## config.mk

```make
export PLATFORM = sky130hd
export DESIGN_NAME = ram_stream_reader
export DESIGN_NICKNAME = d
export VERILOG_FILES = /design/src/rtl/ram_stream_reader_pkg.sv /design/src/rtl/ram_stream_reader.sv
export SDC_FILE = /design/constraint.sdc
export NUM_CORES = 1
export LEC_CHECK = 0
export CAP_MARGIN = 0
export CORE_MARGIN = 1
export CORE_UTILIZATION = 47
export DETAILED_ROUTE_END_ITERATION = 8
export PLACE_DENSITY = 0.89
export SLEW_MARGIN = 20
export SYNTH_ARGS = -nofsm -noshare
export SYNTH_HDL_FRONTEND = slang
export SYNTH_SLANG_ARGS = --single-unit
```

## constraint.sdc

```tcl
create_clock -name clk -period 4 [get_ports clk]
set_input_delay 0.4 -clock clk [delete_from_list [all_inputs] [get_ports clk]]
set_output_delay 0.4 -clock clk [all_outputs]
set_load 0.005 [all_outputs]
```

## src/rtl/ram_stream_reader_pkg.sv

```systemverilog
`default_nettype none
// ============================================================================
// Module      : ram_stream_reader_pkg
// Description : Shared definitions for the RAM stream reader. It holds the
//               FSM state encoding and a helper that sizes the word-count
//               field. The count is one bit wider than the address so that
//               it can express a full-depth burst.
// Revision    : 1.0 - initial release
// ============================================================================
package ram_stream_reader_pkg;

  typedef enum logic [1:0] {
    ST_IDLE = 2'd0,
    ST_READ = 2'd1,
    ST_DONE = 2'd2
  } state_t;

  // The word count ranges over 0..2**addr_width, so it needs one extra bit.
  function automatic int len_width(input int addr_width);
    return addr_width + 1;
  endfunction

endpackage : ram_stream_reader_pkg
`default_nettype wire

```

## src/rtl/ram_stream_reader.sv

```systemverilog
`default_nettype none
// ============================================================================
// Module      : ram_stream_reader
// Description : Read-side master for a dual-port RAM with an asynchronous
//               read port. A start command walks a contiguous address range
//               that wraps at the RAM depth. Each word is streamed out on a
//               valid/ready interface, and done pulses at the end.
// Ports       : clk, rst        - clock, async active-high reset
//               start           - command pulse (only honoured in IDLE)
//               base_addr, len  - first address / word count, taken with start
//               busy            - high while a command is in progress
//               ram_addr        - RAM read address
//               ram_dout        - RAM read data (combinational from ram_addr)
//               m_valid, m_ready, m_data, m_last - output stream
//               done            - one-cycle completion pulse
// Revision    : 1.0 - initial release
// ============================================================================
module ram_stream_reader
  import ram_stream_reader_pkg::*;
#(
  parameter int RAM_WIDTH      = 8,
  parameter int RAM_ADDR_WIDTH = 3
) (
  input  logic                                  clk,
  input  logic                                  rst,
  input  logic                                  start,
  input  logic [RAM_ADDR_WIDTH-1:0]             base_addr,
  input  logic [len_width(RAM_ADDR_WIDTH)-1:0]  len,
  output logic                                  busy,
  output logic [RAM_ADDR_WIDTH-1:0]             ram_addr,
  input  logic [RAM_WIDTH-1:0]                  ram_dout,
  output logic                                  m_valid,
  input  logic                                  m_ready,
  output logic [RAM_WIDTH-1:0]                  m_data,
  output logic                                  m_last,
  output logic                                  done
);

  localparam int c_LEN_W = len_width(RAM_ADDR_WIDTH);

  state_t                      r_state;
  state_t                      w_state_next;
  logic [RAM_ADDR_WIDTH-1:0]   r_ptr;
  logic [c_LEN_W-1:0]          r_remaining;
  logic [RAM_WIDTH-1:0]        r_m_data;
  logic                        r_m_valid;
  logic                        r_m_last;
  logic                        w_cmd_load;
  logic                        w_load;
  logic                        w_final_accept;

  // --------------------------------------------------------------------------
  // FSM state register
  // --------------------------------------------------------------------------
  always_ff @(posedge clk or posedge rst) begin
    if (rst) begin
      r_state <= ST_IDLE;
    end else begin
      r_state <= w_state_next;
    end
  end

  // --------------------------------------------------------------------------
  // Next state and datapath strobes
  // --------------------------------------------------------------------------
  always_comb begin
    w_state_next   = r_state;
    w_cmd_load     = 1'b0;
    w_load         = 1'b0;
    w_final_accept = 1'b0;
    case (r_state)
      ST_IDLE: begin
        if (start) begin
          if (len == '0) begin
            w_state_next = ST_DONE;
          end else begin
            w_cmd_load   = 1'b1;
            w_state_next = ST_READ;
          end
        end
      end
      ST_READ: begin
        // A new word may replace the output register when the register is
        // empty or its current word is being taken in this same cycle.
        w_load = (r_remaining != '0) && (!r_m_valid || m_ready);
        // The final word leaves only after every word has been loaded.
        if ((r_remaining == '0) && r_m_valid && m_ready) begin
          w_final_accept = 1'b1;
          w_state_next   = ST_DONE;
        end
      end
      ST_DONE: begin
        w_state_next = ST_IDLE;
      end
      default: begin
        w_state_next = ST_IDLE;
      end
    endcase
  end

  // --------------------------------------------------------------------------
  // Address pointer, word counter and output register
  // --------------------------------------------------------------------------
  always_ff @(posedge clk or posedge rst) begin
    if (rst) begin
      r_ptr       <= '0;
      r_remaining <= '0;
      r_m_data    <= '0;
      r_m_valid   <= 1'b0;
      r_m_last    <= 1'b0;
    end else begin
      if (w_cmd_load) begin
        r_ptr       <= base_addr;
        r_remaining <= len;
      end
      if (w_load) begin
        r_m_data    <= ram_dout;
        r_m_valid   <= 1'b1;
        r_m_last    <= (r_remaining == c_LEN_W'(1));
        // The address width sets the RAM depth, so the pointer wraps at the
        // end of the RAM.
        r_ptr       <= r_ptr + 1'b1;
        r_remaining <= r_remaining - 1'b1;
      end else if (w_final_accept) begin
        r_m_valid   <= 1'b0;
        r_m_last    <= 1'b0;
      end
    end
  end

  assign ram_addr = r_ptr;
  assign m_data   = r_m_data;
  assign m_valid  = r_m_valid;
  assign m_last   = r_m_last;
  assign busy     = (r_state == ST_READ) || (r_state == ST_DONE);
  assign done     = (r_state == ST_DONE);

endmodule : ram_stream_reader
`default_nettype wire

```

==> impl_metrics.json, run 1 <==
{
  "synth_edf_count": 0,
  "p_clk_share_pct": 10.8,
  "combPwrFrac_pct": 50.7,
  "finalSetupViolCount": 0,
  "max_stage_delay_ns": 0.57,
  "syn-instance-count": 107,
  "routabilityCongestion": 0.794,
  "synthFlopType": "dfrtp_1",
  "drt_iter0_markers": 6,
  "reg2reg_to": "ram_addr[2]",
  "finalWorstSetupSlack_ns": 1.70,
  "overflow": 0,
  "htree_levels": 1,
  "routed_via_density": 5.20,
  "run_status": "completed",
  "root_buffer": "clkbuf_4",
  "chipHeight_um": 48.0,
  "port_buffers": 33,
  "required_ns": 4.20,
  "yosys.area.top_type": "dfrtp_1",
  "pwr-share-seq_pct": 38.6,
  "whs_path_depth": 2,
  "synthArstFlopShare_pct": 100,
  "die_w_um": 48.0,
  "synth.distinct_cells": 28,
  "cp_cell_sequence": "inv_1, ha_1, or3b_4, nand3_1, mux2i_1, a221o_1",
  "io_pins": 34,
  "cts_setup_buffers": 0,
  "yosysMostFrequentCell": "nand2_1",
  "hold-path-endpoint": "m_data[2]",
  "power_density_mw_per_mm2": 677,
  "ff2ff_setup_slack_ns": 1.70,
  "startpoint_type": "register",
  "p_int_w": 0.000581,
  "period_share_pct": 57.5,
  "r2r-start": "r_remaining[0]",
  "final.setup.tns_ns": 0,
  "final_hold_viol_count": 0,
  "yosysTopAreaCellShare_pct": 47.9,
  "path_class": "register to register",
  "totalWireLength_mm": 2.04,
  "synth_nets": 132,
  "min_from": "m_data[2]",
  "wl_per_cell_um": 12.2,
  "arrival_ns": 2.50,
  "hold_class": "register to register",
  "synth.avg_cell_area_sq_um": 9.28,
  "rr_worst_depth": 6,
  "ir_worst_vdd_mv": 0.463,
  "synthTopCellsByCount": "nand2_1 (30), dfrtp_1 (19), inv_1 (8)",
  "yosysWarnings": 0,
  "dieArea_sq_mm": 0.00230,
  "hpwl_mm": 1.55,
  "dr.pass1.iters": 4,
  "drc_errors": 0,
  "core.rowCount": 16,
  "start_util_pct": 50.1,
  "maxCapViolCount": 0,
  "syn_area_sq_um": 993,
  "antenna_found_initial": 0,
  "fillerInstances": 154,
  "grt_pass1_vias": 768,
  "clock_latency_ns": 0.30,
  "clock.fmax_mhz": 435,
  "p_sw_w": 0.000335,
  "rsz0062_at_grt": "no",
  "switching_share_pct": 36.6,
  "maxSlewHeadroom_pct": 50.6,
  "crit_path_top_delay_cell": "nand3_1",
  "grt_first_pass_wirelength_mm": 3.28,
  "dp_slack_ns": 1.67,
  "grt_max_degree": 21,
  "cts.path.max_buffers": 2,
  "synth_seq_cells": 19,
  "track_usage_pct": 20.9,
  "clock_skew_ns": 0.000919,
  "seq_area_frac_synth_pct": 47.9,
  "cts-hold-fix-buffers": 0,
  "cts_inserted_buffers": 3,
  "path_clk_slew_ns": 0.11,
  "ctsResizeCount": 0,
  "final_antenna_net_count": 0,
  "num_vias": 868,
  "syn_to_final_growth_pct": 36.1,
  "slew_viol_final": 0,
  "nNetsFinal": 166,
  "cp-end-kind": "register",
  "worst-path-max-fanout": 20,
  "min_period_ns": 2.30,
  "drive_above_1_share_pct": 4.29,
  "p_leak_nw": 0.644,
  "cts_sinks": 19,
  "tritoncts": "yes",
  "core_sq_mm": 0.00198,
  "synthTopCellsByArea": "dfrtp_1 (48%), nand2_1 (11%), ha_1 (7.6%)",
  "tightest_slew_ns": 0.739,
  "n_antenna_cell": 0
}
state kept, by name, indices dropped and copies added, names as in the netlist:
register and flops:
m_data 8, m_last 1, m_valid 1, r_remaining 4, r_state 2, ram_addr 3
area by class of cell:
class / count / area [sq um] / share of cell area (%)
clock buffer: 3 / 22.5 / 1.67
clock inverter: 1 / 5.00 / 0.370
timing repair buffer: 33 / 330 / 24.4
sequential: 19 / 475 / 35.2
inverter: 8 / 30.0 / 2.22
multi-input combinational: 76 / 455 / 33.7
tap: 27 / 33.8 / 2.50
how the worst max path moves through the flow:
| stage | end | start | slack (ns) |
|---|---|---|---|
| after CTS | ram_addr[2] | r_remaining[0] | 1.69 |
| after detailed placement | ram_addr[2] | m_ready | 1.67 |
| after global routing | ram_addr[2] | r_remaining[0] | 1.54 |
| after global placement | ram_addr[2] | m_ready | 1.72 |
| after floorplan | r_remaining[3] | r_remaining[0] | 2.13 |
| final | ram_addr[2] | r_remaining[0] | 1.70 |
power groups by stage:
| stage | clock [W] | sequential [W] | combinational [W] |
|---|---|---|---|
| floorplan | 0 | 0.000349 | 0.000267 |
| global placement | 0 | 0.000351 | 0.000450 |
| detailed placement | 0 | 0.000357 | 0.000464 |
| CTS | 0.000102 | 0.000354 | 0.000468 |
| global route | 0.000110 | 0.000367 | 0.000530 |
| finish | 0.0000985 | 0.000353 | 0.000464 |
per-layer routing:
layer / vias to the layer above / global-route usage, % / share of wire (%)
met2: 22 / 32.7 / 47
met5: - / 0 / 0
met4: 0 / 10.0 / 2.2
li1: 433 / - / -
met1: 408 / 28.1 / 47
met3: 5 / 3.40 / 3.6
kinds of logic after synthesis:
logic type / synth area share, %
and+or+nand+nor: 23.8
DFF: 47.9
AOI/OAI and AO/OA: 10.6
buffers and inverters: 6.30
adders and majority gates: 7.56
muxes: 3.02
xor gates and xnor gates: 0.882
critical path, delay by kind of cell, from the launching register on:
kind                     cells  cell delay (ns)
AND/OR/NAND/NOR              2             0.97
flip-flops                   1             0.44
AO/OA/AOI/OAI                1             0.36
adder cells (fa/ha/maj)      1             0.17
multiplexers                 1             0.16
buffers and inverters        1             0.09
metrics by stage:
| step | instance area [sq um] | cells | hold slack, ns | total power (W) | util [%] |
|---|---|---|---|---|---|
| floorplan | 993 | 107 | 0.351 | 0.000616 | - |
| global placement | 1330 | 163 | 0.456 | 0.000801 | 66.9 |
| detailed placement | 1330 | 163 | 0.462 | 0.000821 | 66.9 |
| CTS | 1350 | 167 | 0.496 | 0.000924 | 68.2 |
| global route | 1350 | 167 | 0.526 | 0.00101 | 68.2 |
| finish | 1350 | 167 | 0.492 | 0.000916 | 68.2 |
placed cells by master (no fill, tap or decap):
master,netlist,routed
clkdlybuf4s50_1,0,33
nand2_1,30,30
dfrtp_1,19,19
inv_1,8,8
nor2_1,7,7
nand3_1,6,6
ha_1,6,6
mux2i_1,3,3
a221o_1,3,3
clkbuf_4,0,3
a21oi_1,2,2
a31oi_1,2,2
a32oi_1,2,2
or4_1,1,1
and3_1,1,1
or3b_4,1,1
nand2b_1,1,1
and3_4,1,1
nor3b_1,1,1
o21ai_1,1,1
o21ai_0,1,1
xnor2_1,1,1
a21o_1,1,1
a22o_1,1,1
or3_1,1,1
o41ai_1,1,1
nor3_1,1,1
nor4_1,1,1
clkinv_2,0,1
Note: power is estimated with default switching activity, not from simulation.
==> inputs of run 2 (changes only) <==
--- a/config.mk
+++ b/config.mk
@@ -7,9 +7,9 @@
 export LEC_CHECK = 0
 export CAP_MARGIN = 0
 export CORE_MARGIN = 1
-export CORE_UTILIZATION = 47
+export CORE_UTILIZATION = 40
 export DETAILED_ROUTE_END_ITERATION = 8
-export PLACE_DENSITY = 0.89
+export PLACE_DENSITY = 0.82
 export SLEW_MARGIN = 20
 export SYNTH_ARGS = -nofsm -noshare
 export SYNTH_HDL_FRONTEND = slang
==> constraint.sdc (replaced) <==
create_clock -name clk -period 2.1 [get_ports clk]
set_input_delay 0.21 -clock clk [delete_from_list [all_inputs] [get_ports clk]]
set_output_delay 0.21 -clock clk [all_outputs]
set_load 0.005 [all_outputs]
==> run 2 against run 1 <==
Hold slack got worse by 0.17 ns. Sequential power increased by 92%. Power up 96%. Combinational power rose by 99%. Sequential cell count unchanged. Largest power group unchanged. Register-to-register slack got worse by 1.6 ns. Critical path depth increased by 1. Critical path type unchanged. Die area grew 17%. First-iteration DRC count up 100%. Maximum frequency increased by 15%. Setup slack got worse by 1.6 ns. Routed wire length increased by 13%.
==> impl_metrics.json, run 2 (synthesized netlist as in run 1, its figures left out) <==
{
  "num_vias": 911,
  "ctsResizeCount": 0,
  "grt_max_degree": 20,
  "die_w_um": 51.8,
  "path_clk_slew_ns": 0.11,
  "wl_met2_mm": 1.19,
  "dr.pass1.iters": 4,
  "tightest_slew_ns": 0.718,
  "crit_path_top_delay_cell": "dfrtp_1",
  "startpoint_type": "register",
  "multiInputGateArea_sq_um": 455,
  "period_share_pct": 95.0,
  "port_buffers": 33,
  "track_usage_pct": 19.3,
  "cp_cell_sequence": "inv_1, ha_1, or3b_4, nand3_1, buf_4, a32oi_1, a21o_1",
  "clock_latency_ns": 0.30,
  "maxCapViolCount": 0,
  "wirelength_met1_um": 963,
  "ff2ff_setup_slack_ns": 0.11,
  "min_period_ns": 1.99,
  "final_common_cell": "clkdlybuf4s50_1",
  "hold_class": "input pin to async pin",
  "clock.fmax_mhz": 501,
  "drt_iter0_markers": 12,
  "wl_per_cell_um": 13.5,
  "final_hold_viol_count": 0,
  "antenna_found_initial": 0,
  "n_antenna_cell": 0,
  "root_buffer": "clkbuf_4",
  "cts_sinks": 19,
  "path_buf_inv": 2,
  "grt_first_pass_wirelength_mm": 3.77,
  "drive_above_1_share_pct": 5.63,
  "core_sq_mm": 0.00228,
  "cp.depth": 7,
  "cts-hold-fix-buffers": 0,
  "max_stage_delay_ns": 0.44,
  "fillerInstances": 210,
  "reg2reg_to": "r_remaining[2]",
  "path_class": "register to register",
  "top_layer": "met4",
  "routed_via_density": 5.36,
  "rsz0062_at_grt": "no",
  "grt_pass1_vias": 886,
  "hpwl_mm": 1.81,
  "layout_common_cells": "clkdlybuf4s50_1 (33), nand2_1 (30), dfrtp_1 (19), inv_1 (8), nor2_1 (7)",
  "overflow": 0,
  "htree_levels": 1,
  "critPathTopFamily": "simple AND/OR/NAND/NOR gates",
  "final.setup.tns_ns": 0,
  "cts_setup_buffers": 0,
  "finalWorstSetupSlack_ns": 0.105,
  "ir_worst_vdd_mv": 0.781,
  "cp-end-kind": "register",
  "p_leak_nw": 0.652,
  "dp_slack_ns": 0.157,
  "r2r-start": "r_remaining[0]",
  "worst-path-max-fanout": 10,
  "drc_errors": 0,
  "regArea_sq_um": 475,
  "nNetsFinal": 168,
  "routabilityCongestion": 0.800,
  "met3_wirelength_um": 113,
  "tritoncts": "yes",
  "maxSlewHeadroom_pct": 52.1,
  "chipHeight_um": 51.8,
  "rr_worst_depth": 7,
  "largest_register_ffs": 8,
  "final_antenna_net_count": 0,
  "dieArea_sq_mm": 0.00269,
  "io_pins": 34,
  "cts_inserted_buffers": 3,
  "clock_skew_ns": 0.00207,
  "cts.path.max_buffers": 2,
  "core.rowCount": 17,
  "arrival_ns": 2.20,
  "start_util_pct": 43.7,
  "slew_viol_final": 0,
  "power_density_mw_per_mm2": 1310,
  "run_status": "completed",
  "required_ns": 2.30,
  "totalWireLength_mm": 2.30,
  "finalSetupViolCount": 0,
  "syn_to_final_growth_pct": 37.8
}
## run 2: worst max-delay path by stage
stage	start	slack [ns]	to
6_report	r_remaining[0]	0.11	r_remaining[2]
3_5_place_dp	r_remaining[0]	0.16	r_remaining[2]
5_1_grt	r_remaining[0]	0.009	ram_addr[2]
2_1_floorplan	r_remaining[0]	0.23	r_remaining[3]
4_1_cts	r_remaining[0]	0.13	ram_addr[2]
3_3_place_gp	r_remaining[0]	0.25	r_remaining[3]
## run 2: area by class of cell
type,instances,share of cell area (%)
flip-flops and latches,19,34.7
inverters,8,2.19
clock inverters,1,0.366
clock buffers,3,1.65
repair buffers,35,25.2
multi-input cells,76,33.3
well taps,28,2.56
## run 2: layer usage
metal  global-route usage (%)  vias up
met5                        0        -
met4                     9.46        0
met3                     1.75        5
met2                     32.3       36
met1                     24.6      436
li1                         -      434
## run 2: worst reg2reg max path, delay by kind of cell, from the launching register on
kind	cells	cell delay, ns
AND/OR/NAND/NOR	2	0.66
AO/OA/AOI/OAI	2	0.26
adder cells (fa/ha/maj)	1	0.20
buffers and inverters	2	0.34
flip-flops	1	0.44
## run 2: stage by stage
stage	util [%]	total power, W	cells	hold slack (ns)	area (sq um)
6_report	60.1	0.00179	170	0.325	1370
5_1_grt	60.1	0.00193	170	0.380	1370
4_1_cts	60.1	0.00179	170	0.355	1370
3_5_place_dp	58.9	0.00161	166	0.466	1340
3_3_place_gp	58.9	0.00155	166	0.458	1340
2_1_floorplan	-	0.00117	107	0.161	993
## run 2: power breakdown
part	total, W	internal (W)	switching (W)
Combinational	0.000925	0.000516	0.000409
Sequential	0.000677	0.000536	0.000142
Clock	0.000190	0.0000711	0.000119
==> inputs of run 3 (changes only) <==
--- a/config.mk
+++ b/config.mk
@@ -10,7 +10,6 @@
 export CORE_UTILIZATION = 40
 export DETAILED_ROUTE_END_ITERATION = 8
 export PLACE_DENSITY = 0.82
-export SLEW_MARGIN = 20
 export SYNTH_ARGS = -nofsm -noshare
 export SYNTH_HDL_FRONTEND = slang
 export SYNTH_SLANG_ARGS = --single-unit
==> results of run 3 <==
No change in the layout: final DEF, timing and power equal those of run 2.
